## config.mk

```make
export PLATFORM = sky130hd
export DESIGN_NAME = fetch_stage
export DESIGN_NICKNAME = d
export VERILOG_FILES = /design/src/rtl/fetch_stage.sv
export SDC_FILE = /design/constraint.sdc
export NUM_CORES = 1
export LEC_CHECK = 0
export ABC_AREA = 1
export BUFFER_PORTS_ARGS = -buffer_cell sky130_fd_sc_hd__buf_2
export CORE_UTILIZATION = 30
export CTS_CLUSTER_SIZE = 24
export DETAILED_ROUTE_END_ITERATION = 10
export PLACE_DENSITY = 0.62
export SLEW_MARGIN = 20
export SYNTH_ARGS = -nofsm -noshare
export SYNTH_HDL_FRONTEND = slang
export SYNTH_SLANG_ARGS = --single-unit
```

## constraint.sdc

```tcl
create_clock -name clk -period 3.31 [get_ports clk]
set_clock_uncertainty 0.15 [all_clocks]
set_input_delay 0.4965 -clock clk [delete_from_list [all_inputs] [get_ports clk]]
set_output_delay 0.4965 -clock clk [all_outputs]
set_load 0.05 [all_outputs]
```

## src/rtl/fetch_stage.sv

```systemverilog
// IF stage: PC register, instruction-memory req/ack port and the IF/ID latch.
// A single-entry hold buffer keeps a word that returns while D is stalled.
module fetch_stage #(
  parameter logic [31:0] RESET_PC  = 32'h0000_3000,
  parameter logic [31:0] IMEM_BASE = 32'h0000_3000,
  parameter logic [31:0] IMEM_SIZE = 32'h0000_4000
) (
  input  logic        clk,
  input  logic        reset,
  input  logic [31:0] npc_i,
  input  logic        stall_i,
  output logic [31:0] pc_f,
  output logic        imem_req,
  output logic [31:0] imem_addr,
  input  logic        imem_ack,
  input  logic [31:0] imem_rdata,
  output logic        fetch_busy,
  output logic [31:0] pc_d,
  output logic [31:0] instr_d,
  output logic        valid_d,
  output logic        adel_d
);

  typedef enum logic [0:0] {StReq, StHold} state_e;

  state_e      state_q;
  logic [31:0] pc_q;
  logic [31:0] pc_d_q;
  logic [31:0] instr_d_q;
  logic        valid_d_q;
  logic        adel_d_q;
  logic [31:0] buf_pc_q;
  logic [31:0] buf_instr_q;

  logic        addr_bad;
  logic        below_base;
  logic        above_top;
  logic [32:0] win_top;

  // 33-bit window bounds so BASE+SIZE cannot wrap past 2^32.
  always_comb begin
    win_top    = {1'b0, IMEM_BASE} + {1'b0, IMEM_SIZE};
    below_base = {1'b0, pc_q} < {1'b0, IMEM_BASE};
    above_top  = {1'b0, pc_q} >= win_top;
    addr_bad   = (pc_q[1:0] != 2'b00) | below_base | above_top;
  end

  assign imem_req   = (state_q == StReq) & ~addr_bad & ~reset;
  assign imem_addr  = pc_q;
  assign fetch_busy = (state_q == StReq) & ~addr_bad & ~imem_ack;

  assign pc_f    = pc_q;
  assign pc_d    = pc_d_q;
  assign instr_d = instr_d_q;
  assign valid_d = valid_d_q;
  assign adel_d  = adel_d_q;

  // D is never fed a bubble: it simply freezes while IF waits or holds.
  always_ff @(posedge clk) begin
    if (reset) begin
      state_q     <= StReq;
      pc_q        <= RESET_PC;
      pc_d_q      <= '0;
      instr_d_q   <= '0;
      valid_d_q   <= 1'b0;
      adel_d_q    <= 1'b0;
      buf_pc_q    <= '0;
      buf_instr_q <= '0;
    end else begin
      unique case (state_q)
        StReq: begin
          if (addr_bad) begin
            if (!stall_i) begin
              pc_d_q    <= pc_q;
              instr_d_q <= '0;
              valid_d_q <= 1'b1;
              adel_d_q  <= 1'b1;
              pc_q      <= npc_i;
            end
          end else if (imem_ack) begin
            if (!stall_i) begin
              pc_d_q    <= pc_q;
              instr_d_q <= imem_rdata;
              valid_d_q <= 1'b1;
              adel_d_q  <= 1'b0;
              pc_q      <= npc_i;
            end else begin
              buf_pc_q    <= pc_q;
              buf_instr_q <= imem_rdata;
              state_q     <= StHold;
            end
          end
        end
        StHold: begin
          if (!stall_i) begin
            pc_d_q    <= buf_pc_q;
            instr_d_q <= buf_instr_q;
            valid_d_q <= 1'b1;
            adel_d_q  <= 1'b0;
            pc_q      <= npc_i;
            state_q   <= StReq;
          end
        end
        default: state_q <= StReq;
      endcase
    end
  end

endmodule
```

Word-level counts from Yosys, hierarchy flattened
Cells that the tools add are included.
Word-level totals
  register bits after elaboration: 163
  output and inout port bits: 132
  word-level logic and storage cells: 56
Cells by class
  order comparisons: 2
  equality and inequality tests: 4
  multiplexer cells: 28
  bitwise gates (word level): 9
  reductions and logical operators: 5
Operators by type and width (count)
  2-to-1 mux 32 bit: 12
  case mux 32 bit (2 select lines): 3
  greater-or-equal comparator 32 x 15 -> 1 bit (second input constant): 1
  less-than comparator 32 x 14 -> 1 bit (second input constant): 1
  2-to-1 mux 1 bit: 10
  != test 3 bit (second input constant): 3
  AND reduction 4 bit: 2
  case mux 1 bit (2 select lines): 3
  NOT 1 bit: 4
  AND reduction 2 bit: 2
  AND 1 bit: 3
  != test 2 bit (second input constant): 1
  OR 1 bit: 2
  nonzero test 2 bit: 1

Logic depth before layout (Yosys ltp)
  depth after elaboration: 6
  depth in mapped cells: 12

Worst setup path after synthesis
No wires, ideal clock.
  path type: register to output
  start: register pc_q[14] (netlist: imem_addr[14])
  end: output port imem_req
  arrival time: 2.147 ns
  setup slack: 0.517 ns
  cell stages (with the launch flop): 8
  path buffers: 1
  path through: dfxtp_1 inv_1 nand2_1 nand3_1 nor2_4 nand2_1 buf_2 nor2_1
Between the ends
  cells in the longest elaborated chain, start to end: 6
  elaborated cells between the ends (all ways): 7
  those cells by class: 2 x order compare; 5 x bitwise
Ends and longest elaborated chain
  from (decl): line 27  | logic [31:0] pc_q;
  from (signal assigned): line 78  | pc_q <= npc_i;
  from (signal assigned): line 86  | pc_q <= npc_i;
  from (signal assigned): line 100  | pc_q <= npc_i;
  less-than comparator 32 x 14 -> 1 bit: line 43  | below_base = {1'b0, pc_q} < {1'b0, IMEM_BASE};
  OR 1 bit: line 45  | addr_bad = (pc_q[1:0] != 2'b00) | below_base | above_top;
  OR 1 bit *: line 45
  NOT 1 bit (no source line) *
  AND 1 bit * (2 in a row): line 48  | assign imem_req = (state_q == StReq) & ~addr_bad & ~reset;
  to (decl): line 13  | output logic imem_req,
Mark *: on every way between the ends. The rest lies on a longest branch, timed or not.

Worst setup path after layout
  start: register pc_q[28] (netlist: imem_addr[28])
  end: output port imem_req
The elaborated chain is that of the path after synthesis.

==> summary.txt <==
Status: completed
Routed wire per std cell: 12.61 µm
Setup bufs post-CTS: 0
Post-synth EDFFs: 0
Int Power: 3.400 mW
Final Slew Violations: 0
Ys async rst share: 0%
Post-CTS sizing: 0
Crit Path Category: reg -> out
Post-DRT Antenna Nets: 0
Row count: 58
Sequential share of the synthesized area: 42.58%
Port bufs: 199
Residual DRC: 0
Top-Level Pins: 200
Drt pass-1 iters: 5
Met3 Use GR: 3.141%
GR peak layer: met2
Psw: 1.554 mW
Synthesized area: 0.007664 mm²
Antenna violations before repair: 0
Sequential fraction of design power: 42.5%
CTS tree: built
Clock sinks: 163
CP required: 2660 ps
Power per cell area: 541.2 mW/mm²
Total design power: 4.954 mW
GRT met2 Usage: 25.81%
Setup crit start kind: register
Clk root buf: clkbuf_16
Worst EP arrival: 2270 ps
Simple-Gate Fraction of Synth Area: 29.93%
Synth Area in XOR/XNOR: 0%
Vias per Instance: 4.312
Yosys top cell by area: dfxtp_1
Total grt overflow: 0
Cts bufs inserted: 17
Starting Density: 30.52%
Largest cells by area after synthesis: dfxtp_1, nand2_1, nor2_1
Critical-path maximum fanout: 5
Worst Tran Pin Value: 761.9 ps
Fin nets: 1307
Die Y: 161.8 µm
First-pass GRT wire length: 32.35 mm
Post-synthesis adder-cell area fraction: 0%
P_leak: 4.709 nW
# setup viols final: 0
Vias in the first global route: 6262
Gpl congestion: 0.7477
Mux share of post-synthesis cell area: 4.049%
Post-DP HPWL: 12.37 mm
Vias: 6821
Synth Flop Type: dfxtp_1
GRT Util Overall: 15.47%
Clk slew on worst S/H paths: 70 ps
Clk pwr share: 40.8%
Largest net degree at the start of global routing: 110
Avg Synthesized Cell Area: 6.849 µm²
Ys Warns: 0
Tmin final: 2915 ps
Top-count cell post-synth: nand2_1
RSZ-0062 raised after global routing: false
Combinational Power Share: 16.7%
Yosys top cell area share: 42.58%
Ant. Diodes: 0
Hold Violations, Final: 0
Max Clk Rate: 343.0 MHz
Switching share of power: 31.37%
Synth Area in Compound Gates: 6.922%
CP endpoint kind: primary output
Worst Hold Class: in -> reg
Period utilization: 88.07%
Largest family of logic cells by synthesized area: simple AND/OR/NAND/NOR gates
Max-capacitance violation count: 0
Clk_lat worst skew: 420 ps
Area growth, synth to finish: 19.44%
Post-Synthesis Cells: 1119
Die width: 161.8 µm
Synth top cells by count: nand2_1, nor2_1, inv_1
Mapped Nets: 1187
First DRT Iteration DRCs: 324
Die Footprint: 0.02619 mm²
Yosys cell types: 21
Slew margin rel.: 49.20%
Final wirelength: 19.95 mm
Maximum clock path buffer count: 2
Seq cells post-synth: 163
# H-tree levels: 4
Final setup TNS: 0 ps
Share of cells above drive strength 1: 21.41%
Core Region: 0.02511 mm²
Peak VDD IR: 0.0002650 V
GR met1 Demand/Resource: 20.38%
Hold_buf cts: 0
## power groups by stage
stage | clock (mW) | sequential (mW) | combinational (mW)
final | 2.02 | 2.10 | 0.827
after global routing | 2.18 | 2.12 | 0.898
after CTS | 2.10 | 2.10 | 0.837
after detailed placement | 0 | 2.15 | 0.835
after global placement | 0 | 2.15 | 0.833
after floorplan | 0 | 2.40 | 0.406
## critical path, stage by stage (launching register included)
cell and delay, ps:
dfxtp_1 350, nor3_1 400, nand3_1 200, nor2_4 230
nand2_1 110, nor2_1 250, buf_2 320
## flip-flops by register name, summed over array words and instances (netlist names)
| signal | flops |
|---|---|
| buf_instr_q | 32 |
| buf_pc_q | 32 |
| imem_addr | 32 |
| instr_d | 32 |
| pc_d | 32 |
| adel_d | 1 |
| state_q | 1 |
| valid_d | 1 |
## worst paths after layout
check	start	end	slack, ps	cells past startpoint
setup / recovery	imem_addr[28]	imem_req	390	6
hold / removal	imem_rdata[22]	buf_instr_q[22]	190	3
setup reg to reg	imem_addr[28]	imem_addr[14]	960	8
hold reg to reg	valid_d	valid_d	300	2
## logic make-up (layout without fill, tap and decap cells)
group / Yosys count / after routing
AO/OA/AOI/OAI: 97 / 97
buffers and inverters: 274 / 407
multiplexers: 31 / 31
AND/OR/NAND/NOR: 554 / 554
flip-flops: 163 / 163
## metal layers
layer	up-vias	share of wire [%]
met5	-	0
met4	0	0.77
met3	11	3.6
met2	148	47
met1	3059	49
li1	3603	-
## metrics by stage
step	hold slack (ps)	instances	area [µm²]	util, %	setup slack, ps
finish	186.8	1582	9154	36.46	394.8
global route	176.3	1582	9154	36.46	258.9
CTS	166.1	1582	9150	36.44	314.8
detailed placement	290.7	1550	8559	34.09	783.5
global placement	286.0	1550	8559	34.09	795.1
floorplan	282.8	1119	7664	-	516.7
## cell type report
| type | count | area, µm² |
|---|---|---|
| Inverter | 167 | 631.9 |
| Tap cell | 330 | 412.9 |
| Sequential cell | 163 | 3267 |
| Fill cell | 2733 | 15960 |
| Clock buffer | 19 | 442.9 |
| Clock inverter | 13 | 147.6 |
| Multi-Input combinational cell | 682 | 3134 |
| Timing Repair Buffer | 208 | 1117 |
## cells in the final DEF, fill, tap and decap left out, types with 2 or more instances in the layout
cell        synthesis  final
a21oi_1            53     53
a21oi_2            12     12
buf_12              0      4
buf_2              19    199
buf_4              32      4
bufinv_16           0      2
clkbuf_16           0     17
clkinvlp_4          0      5
dfxtp_1           163    162
inv_1             167    165
inv_4               0      3
inv_6               0      5
mux2i_1            31     31
nand2_1           219    219
nand2_2            10     10
nand2_4             2      2
nand3_1           119    119
nor2_1            200    200
o21ai_0            32     32
Power figures use the tool's default switching activity.
